===== src/rtl/lsu_pkg.sv =====
// Shared types and helpers for the load/store unit: FSM states, RISC-V
// access-type encodings, lane masks and access-legality decoding.
package lsu_pkg;

  typedef enum logic [1:0] {
    IDLE   = 2'd0,
    ACCESS = 2'd1,
    RESP   = 2'd2
  } state_t;

  // funct3 access types (loads and stores share the low encodings)
  localparam logic [2:0] F3_B  = 3'b000;
  localparam logic [2:0] F3_H  = 3'b001;
  localparam logic [2:0] F3_W  = 3'b010;
  localparam logic [2:0] F3_D  = 3'b011;
  localparam logic [2:0] F3_BU = 3'b100;
  localparam logic [2:0] F3_HU = 3'b101;
  localparam logic [2:0] F3_WU = 3'b110;

  // Byte-enable mask for an access of 2^size bytes, anchored at lane 0.
  function automatic logic [7:0] size_mask(input logic [1:0] size);
    logic [7:0] mask;
    case (size)
      2'd0:    mask = 8'h01;
      2'd1:    mask = 8'h03;
      2'd2:    mask = 8'h0F;
      default: mask = 8'hFF;
    endcase
    return mask;
  endfunction

  // True when funct3 names an access type this XLEN supports.
  function automatic logic is_legal(input logic write, input logic [2:0] funct3,
                                    input int unsigned xlen);
    logic ok;
    ok = 1'b0;
    if (write) begin
      case (funct3)
        F3_B, F3_H, F3_W: ok = 1'b1;
        F3_D:             ok = (xlen == 64);
        default:          ok = 1'b0;
      endcase
    end else begin
      case (funct3)
        F3_B, F3_H, F3_W, F3_BU, F3_HU: ok = 1'b1;
        F3_D, F3_WU:                    ok = (xlen == 64);
        default:                        ok = 1'b0;
      endcase
    end
    return ok;
  endfunction

endpackage


===== src/rtl/lsu_load_align.sv =====
// Moves the addressed lane of a memory word down to bit 0 and extends it
// to XLEN according to the load type. Purely combinational.
module lsu_load_align
  import lsu_pkg::*;
#(
  parameter int unsigned XLEN   = 32,
  parameter int unsigned LANE_W = $clog2(XLEN / 8)
) (
  input  logic [2:0]        funct3,
  input  logic [LANE_W-1:0] offset,
  input  logic [XLEN-1:0]   rdata,
  output logic [XLEN-1:0]   result
);

  logic [XLEN-1:0] shifted;

  always_comb begin
    shifted = rdata >> {offset, 3'b000};
    result  = shifted;
    case (funct3)
      F3_B:    result = XLEN'($signed(shifted[7:0]));
      F3_H:    result = XLEN'($signed(shifted[15:0]));
      F3_W:    result = XLEN'($signed(shifted[31:0]));
      F3_BU:   result = XLEN'(shifted[7:0]);
      F3_HU:   result = XLEN'(shifted[15:0]);
      F3_WU:   result = XLEN'(shifted[31:0]);
      default: result = shifted;
    endcase
  end

endmodule


===== src/rtl/load_store_unit.sv =====
// MEM-stage load/store unit: decodes and checks one access, drives a
// single-outstanding memory request and returns an extended load result.
module load_store_unit
  import lsu_pkg::*;
#(
  parameter int unsigned XLEN = 32
) (
  input  logic                  clk,
  input  logic                  reset,
  input  logic                  req_valid,
  input  logic                  req_write,
  input  logic [2:0]            req_funct3,
  input  logic [XLEN-1:0]       req_addr,
  input  logic [XLEN-1:0]       req_wdata,
  output logic                  busy,
  output logic                  rsp_valid,
  output logic [XLEN-1:0]       rsp_rdata,
  output logic                  rsp_fault,
  output logic                  mem_valid,
  output logic                  mem_write,
  output logic [XLEN-1:0]       mem_addr,
  output logic [XLEN-1:0]       mem_wdata,
  output logic [XLEN/8-1:0]     mem_be,
  input  logic                  mem_ready,
  input  logic [XLEN-1:0]       mem_rdata
);

  localparam int unsigned NBYTES = XLEN / 8;
  localparam int unsigned LANE_W = $clog2(NBYTES);

  state_t            state;
  logic              lat_write;
  logic [2:0]        lat_funct3;
  logic [LANE_W-1:0] lat_offset;

  logic [1:0]        size_c;
  logic              misaligned_c;
  logic              legal_c;
  logic [NBYTES-1:0] be_c;
  logic [XLEN-1:0]   wdata_c;
  logic [XLEN-1:0]   word_addr_c;
  logic [XLEN-1:0]   load_result_c;

  // Request decode: legality, alignment, lane enables and replicated data
  always_comb begin
    size_c       = req_funct3[1:0];
    misaligned_c = 1'b0;
    case (size_c)
      2'd0:    misaligned_c = 1'b0;
      2'd1:    misaligned_c = req_addr[0];
      2'd2:    misaligned_c = |req_addr[1:0];
      default: misaligned_c = |req_addr[2:0];
    endcase
    legal_c     = is_legal(req_write, req_funct3, XLEN) && !misaligned_c;
    be_c        = NBYTES'(size_mask(size_c)) << req_addr[LANE_W-1:0];
    word_addr_c = {req_addr[XLEN-1:LANE_W], LANE_W'(0)};
    case (size_c)
      2'd0:    wdata_c = {NBYTES{req_wdata[7:0]}};
      2'd1:    wdata_c = {(NBYTES / 2){req_wdata[15:0]}};
      2'd2:    wdata_c = {(XLEN / 32){req_wdata[31:0]}};
      default: wdata_c = req_wdata;
    endcase
  end

  // Aligns the raw memory word so the result is ready on the completing edge
  lsu_load_align #(
    .XLEN   (XLEN),
    .LANE_W (LANE_W)
  ) u_load_align (
    .funct3 (lat_funct3),
    .offset (lat_offset),
    .rdata  (mem_rdata),
    .result (load_result_c)
  );

  always_ff @(posedge clk) begin
    if (reset) begin
      state      <= IDLE;
      lat_write  <= 1'b0;
      lat_funct3 <= 3'b000;
      lat_offset <= '0;
      busy       <= 1'b0;
      rsp_valid  <= 1'b0;
      rsp_rdata  <= '0;
      rsp_fault  <= 1'b0;
      mem_valid  <= 1'b0;
      mem_write  <= 1'b0;
      mem_addr   <= '0;
      mem_wdata  <= '0;
      mem_be     <= '0;
    end else begin
      case (state)
        IDLE: begin
          rsp_valid <= 1'b0;
          rsp_fault <= 1'b0;
          if (req_valid) begin
            lat_write  <= req_write;
            lat_funct3 <= req_funct3;
            lat_offset <= req_addr[LANE_W-1:0];
            busy       <= 1'b1;
            if (legal_c) begin
              state     <= ACCESS;
              mem_valid <= 1'b1;
              mem_write <= req_write;
              mem_addr  <= word_addr_c;
              mem_wdata <= req_write ? wdata_c : '0;
              mem_be    <= req_write ? be_c : '0;
            end else begin
              // Illegal or misaligned: answer directly, memory never sees it
              state     <= RESP;
              rsp_valid <= 1'b1;
              rsp_fault <= 1'b1;
              rsp_rdata <= '0;
            end
          end
        end
        ACCESS: begin
          if (mem_ready) begin
            state     <= RESP;
            mem_valid <= 1'b0;
            mem_write <= 1'b0;
            mem_be    <= '0;
            rsp_valid <= 1'b1;
            rsp_fault <= 1'b0;
            rsp_rdata <= lat_write ? '0 : load_result_c;
          end
        end
        RESP: begin
          // req_valid in this cycle is deliberately not looked at
          state     <= IDLE;
          busy      <= 1'b0;
          rsp_valid <= 1'b0;
          rsp_fault <= 1'b0;
          rsp_rdata <= '0;
        end
        default: begin
          state     <= IDLE;
          busy      <= 1'b0;
          rsp_valid <= 1'b0;
          rsp_fault <= 1'b0;
          mem_valid <= 1'b0;
          mem_write <= 1'b0;
        end
      endcase
    end
  end

endmodule

===== config.mk =====
export PLATFORM = sky130hd
export DESIGN_NAME = load_store_unit
export DESIGN_NICKNAME = d
export VERILOG_FILES = /design/src/rtl/lsu_pkg.sv /design/src/rtl/lsu_load_align.sv /design/src/rtl/load_store_unit.sv
export SDC_FILE = /design/constraint.sdc
export NUM_CORES = 1
export LEC_CHECK = 0
export CAP_MARGIN = 20
export CORE_UTILIZATION = 40
export CTS_CLUSTER_SIZE = 16
export DETAILED_ROUTE_END_ITERATION = 8
export HOLD_SLACK_MARGIN = 0.12
export PLACE_DENSITY_LB_ADDON = 0.12
export SETUP_SLACK_MARGIN = 0.5
export SYNTH_ARGS = -nofsm -noshare
export SYNTH_HDL_FRONTEND = slang
export SYNTH_HIERARCHICAL = 1
export SYNTH_SLANG_ARGS = --single-unit

===== constraint.sdc =====
create_clock -name clk -period 4.85 [get_ports clk]
set_clock_uncertainty 0.2 [all_clocks]
set_input_delay 1.2125 -clock clk [delete_from_list [all_inputs] [get_ports clk]]
set_output_delay 1.2125 -clock clk [all_outputs]
set_load 0.005 [all_outputs]

# After elaboration in Yosys (flattened, before gate mapping)
# Index checks and enable logic that the tools add are counted.
[totals]
ff_bits = 111
inputBits = 104
[op_classes]
eq_ne = 15
n_shift = 2
n_mux = 36
n_bitwise = 2
n_reduce_logical = 19
[ops]
columns = ["cell", "n"]
rows = [
  ["2-to-1 mux 32 bit", 5],
  ["case mux 32 bit (4 select lines)", 1],
  ["case mux 32 bit (3 select lines)", 1],
  ["case mux 32 bit (2 select lines)", 1],
  ["right shift 32 x 5 -> 32 bit", 1],
  ["2-to-1 mux 4 bit", 4],
  ["equality test 3 bit, second input constant", 4],
  ["2-to-1 mux 1 bit", 12],
  ["case mux 4 bit (3 select lines)", 1],
  ["AND reduction 4 bit", 3],
  ["case mux 1 bit (3 select lines)", 3],
  ["!= test 2 bit, second input constant", 4],
  ["case mux 4 bit (2 select lines)", 1],
  ["equality test 3 x 1 -> 1 bit, second input constant", 2],
  ["logical NOT 3 bit", 2],
  ["2-to-1 mux 2 bit", 3],
  ["case mux 1 bit (2 select lines)", 3],
  ["AND reduction 2 bit", 3],
  ["OR reduction 3 bit", 2],
  ["OR reduction 5 bit", 1],
  ["equality test 2 x 1 -> 1 bit, second input constant", 2],
  ["equality test 2 bit, second input constant", 2],
  ["logical NOT 2 bit", 2],
  ["case mux 2 bit (2 select lines)", 1],
  ["9 further kinds", 10],
]

# Logic depth before layout (Yosys ltp)
[logic_depth]
depth_word = 8
depth_mapped = 8

# By module
# Netlist, hierarchy kept.
[modules_own_cells]
columns = ["mod", "n_inst", "cells_each", "area_each_um2", "seq_area_each_um2"]
rows = [
  ["load_store_unit", 1, 538, 4768.3, 2222.1],
  ["lsu_load_align", 1, 107, 694.4, 0.0],
]

# Worst setup path after synthesis
# No wires, ideal clock.
[synth_timing]
kind = "input-to-reg"
startpoint = "input req_funct3[0]"
endpoint = "register mem_be[0]"
arrival_time_ns = 2.424
slack_ns = 2.105
cell_stages = 5
n_path_buf = 1
path_cell_list = "buf_4 -> a221oi_4 -> nor2_2 -> a211oi_4 -> mux2_4"
[synth_via]
elab_chain_cells = 7
elab_cells_between_ends = 24
[synth_rtl]
columns = ["item", "line_no", "source"]
rows = [
  ["from (decl)", "load_store_unit.sv:12", "input logic [2:0] req_funct3,"],
  ["equality test 2 bit, or another cell as far along", "lsu_pkg.sv:23, load_store_unit.sv:48", ""],
  ["case mux 4 bit (3 select lines), or another cell as far along", "lsu_pkg.sv:23", "case (size)"],
  ["<< shifter 4 x 2 -> 4 bit, or another cell as far along", "load_store_unit.sv:55", "be_c = NBYTES'(size_mask(size_c)) << req_addr[LANE_W-1:0];"],
  ["2-to-1 mux 4 bit / 2-to-1 mux 1 bit (equally long branches)", "load_store_unit.sv:107, lsu_pkg.sv:37", ""],
  ["2-to-1 mux 4 bit / logical AND 1 bit (equally long branches)", "load_store_unit.sv:101, load_store_unit.sv:54", ""],
  ["2-to-1 mux 4 bit / != test 2 bit (equally long branches)", "n/a", ""],
  ["case mux 4 bit (2 select lines) / AND reduction 4 bit (equally long branches)", "n/a", ""],
  ["to (signal assigned)", "load_store_unit.sv:107", "mem_be <= req_write ? be_c : '0;"],
  ["to (decl)", "load_store_unit.sv:23", "output logic [XLEN/8-1:0] mem_be,"],
]
# Several ways; a longest one is shown, not always the timed one. The select of a mux whose other input is x is not followed.
# A chain may end at the register's enable or synchronous reset.

# Final worst setup path
[layout_timing]
startpoint = "input req_addr[0]"
endpoint = "register mem_wdata[6]"
[layout_via]
elab_chain_cells = 5
elab_cells_between_ends = 6
[layout_rtl]
columns = ["item", "line_no", "source"]
rows = [
  ["from (decl)", "load_store_unit.sv:13", "input logic [XLEN-1:0] req_addr,"],
  ["OR reduction 3 bit / OR reduction 2 bit (equally long branches)", "load_store_unit.sv:52, load_store_unit.sv:51", ""],
  ["case mux 1 bit (3 select lines) *", "load_store_unit.sv:48", "case (size_c)"],
  ["logical NOT 1 bit *", "load_store_unit.sv:54", "legal_c = is_legal(req_write, req_funct3, XLEN) && !misaligned_c;"],
  ["logical AND 1 bit *", "load_store_unit.sv:54", ""],
  ["AND reduction 3 bit (no source line) *", "n/a", ""],
  ["to (signal assigned)", "load_store_unit.sv:106", "mem_wdata <= req_write ? wdata_c : '0;"],
  ["to (decl)", "load_store_unit.sv:22", "output logic [XLEN-1:0] mem_wdata,"],
]
# Every way passes the cells marked *; elsewhere a longest branch is shown, timed or not.

==> flow_summary.json <==
{
  "critPathBufInv": 2,
  "cts_resized": 0,
  "final_common_cell": "clkdlybuf4s50_1",
  "cp.required_ns": 4.93,
  "nFillCells": 1203,
  "finalSetupViolCount": 0,
  "routed_via_density": 5.007,
  "power.leakage_nw": 2.753,
  "vias": 5002,
  "syn2layout_area_growth_pct": 42.46,
  "ys_seq_area_share_pct": 40.68,
  "clk_latency_ns": 0.35,
  "clk_pin_slew_worst_paths_ns": 0.07,
  "die_h_microns": 118.9,
  "min_path_type": "flop to flop",
  "critPathLaunchType": "primary input",
  "wl_per_cell_microns": 15.45,
  "fin_nets": 922,
  "async_flop_share_pct": 0,
  "ir_worst_vdd_mv": 0.1772,
  "h-tree-depth": 3,
  "dp_cells": 983,
  "stdcell_count": 999,
  "cts_sinks": 111,
  "grt_pass1_vias": 4601,
  "netlist-cell-type-count": 38,
  "slowest_delay_ns": 0.60,
  "drive_above_1_share_pct": 7.169,
  "drc": 0,
  "hpwl_microns": 11030,
  "arrival_ns": 3.46,
  "seq_area_sq_mm": 0.002222,
  "yosysWarnings": 6,
  "first_pass_iters": 4,
  "grtUsageTotal_pct": 21.65,
  "ant_nets": 0,
  "synthFlopType": "dfxtp_1",
  "cts_made_buffers": 9,
  "critPathMaxFanout": 39,
  "cts_setup_buffers": 0,
  "floorplan.initialDensity_pct": 41.09,
  "powerDensity_mw_per_mm2": 274.5,
  "maxSlewViolCount": 0,
  "status": "complete, no violations",
  "cts_tree": "yes",
  "num_rows": 42,
  "finalHoldViolCount": 0,
  "max_freq_ghz": 0.2959,
  "place_congestion": 0.8844,
  "clk_path_buf_depth": 2,
  "layout_common_cells": "205 x clkdlybuf4s50_1, 147 x nand2_1, 111 x dfxtp_1",
  "critPathTopFamily": "buffers and inverters",
  "cts_hold_buf": 0,
  "core_sq_mm": 0.01330,
  "grt_overflow": 0,
  "synth.avg_cell_area_sq_um": 8.469,
  "cts_root_buf": "clkbuf_16",
  "maxCapViolations": 0,
  "wl_microns": 15440,
  "rsz0062_at_grt": "no",
  "syn-cell-area_sq_mm": 0.005463,
  "cp-end-kind": "flop",
  "synthDominantCellAreaShare_pct": 40.68,
  "antenna_cells": 0,
  "ys_ff_latch": 111,
  "grt_max_degree": 75,
  "final_core_util_pct": 58.54,
  "die_area_sq_mm": 0.01413,
  "critPathKind": "primary input to flop",
  "ioPinCount": 209,
  "fp.dieW_microns": 118.9,
  "whs_ns": 0.2550,
  "synth_area_leaders": "dfxtp_1 41%, mux2i_1 12%, nand2_1 10%",
  "slew_headroom_pct": 31.63,
  "finalCritPeriodShare_pct": 69.69,
  "grt_pass1_wl_microns": 24230,
  "slowest_stage": "clkdlybuf4s50_1",
  "synth_top_area_cell": "dfxtp_1",
  "setup_tns_ns": 0,
  "synth_edf_count": 0,
  "drtIter0Drc": 437,
  "worst_pin_slew_ns": 1.024,
  "layout_min_cycle_time_ns": 3.380,
  "port_buffers": 206,
  "path_cells": "clkdlybuf4s50_1 -> nor4_4 -> o21a_2 -> buf_4 -> nand3_1 -> a21oi_1",
  "antenna_found_initial": 0,
  "multiInputGateArea_sq_mm": 0.002907,
  "syn_inst": 645
}
==> cell usage after synthesis (all sizes together) (2+ instances only) <==
cell type,instances
mux2,18
buf,28
nor2b,16
nand2,147
a211oi,18
nor3,4
nand3b,5
o21a,2
nor2,31
o21ai,19
o211ai,2
o31ai,4
nand2b,37
mux2i,66
nand3,29
dfxtp,111
a21oi,71
clkbuf,27
==> kinds of logic (layout without fill, tap and decap cells) <==
logic type             Yosys count  count (layout)  share of synthesized area (%)
and+or+nand+nor                272             272                          23.00
AOI/OAI and AO/OA              121             121                          13.81
DFF                            111             111                          40.68
muxes                           84              84                          15.94
buffers and inverters           56             233                          6.505
other                            1               2                        0.06865
==> routing by layer <==
layer | track usage [%] | vias up | share of wire [%]
li1 | - | 2525 | -
met1 | 29.80 | 2300 | 47
met4 | 8.307 | 0 | 1.9
met2 | 33.74 | 157 | 46
met5 | 0 | - | 0
met3 | 3.688 | 20 | 5.4
==> registers in the layout, summed over array words and instances, names as in the netlist <==
name	count
rsp_fault	1
lat_funct3	3
state	2
mem_wdata	32
lat_write	1
lat_offset	2
rsp_rdata	32
mem_valid	1
rsp_valid	1
mem_addr	30
busy	1
mem_be	4
mem_write	1
==> final timing paths <==
kind / from / to / slack [ns] / depth (start not counted)
worst min register to register: mem_addr[19]$_SDFFE_PP0P_ / mem_addr[19]$_SDFFE_PP0P_ / 0.25 / 2
worst min-delay path: mem_addr[19]$_SDFFE_PP0P_ / mem_addr[19]$_SDFFE_PP0P_ / 0.25 / 2
worst max-delay path: req_addr[0] / mem_wdata[6]$_SDFFE_PP0P_ / 1.47 / 6
worst max register to register: lat_offset[0]$_SDFFE_PP0P_ / rsp_rdata[23]$_SDFFE_PP0P_ / 2.07 / 7
==> worst min-delay path: stages, from the launching register on <==
cell	delay, ns
dfxtp_1	0.31
nand2_1	0.05
a21oi_1	0.05
==> area by class of cell <==
| cell class | count | share of cell area (%) |
|---|---|---|
| Tap cell | 176 | 2.830 |
| Timing Repair Buffer | 216 | 27.43 |
| Multi-Input combinational cell | 479 | 37.35 |
| Clock buffer | 9 | 2.894 |
| Clock inverter | 7 | 0.9003 |
| Sequential cell | 111 | 28.55 |
| Inverter | 1 | 0.04823 |
==> metrics by stage <==
stage / setup slack (ns) / area [sq um] / power (mW)
after floorplan: 2.105 / 5466 / 1.233
after global placement: 1.178 / 7487 / 1.399
after detailed placement: 1.086 / 7487 / 1.406
after CTS: 1.446 / 7782 / 2.156
after global routing: 1.247 / 7782 / 2.230
final: 1.470 / 7782 / 2.136
==> power breakdown <==
group	total [mW]	switching, mW	internal (mW)	leakage (nW)
clock network	0.750	0.348	0.402	0.146
registers	0.970	0.0286	0.942	0.900
logic	0.416	0.196	0.219	1.71
No activity file was read; power rests on OpenSTA's default activity.
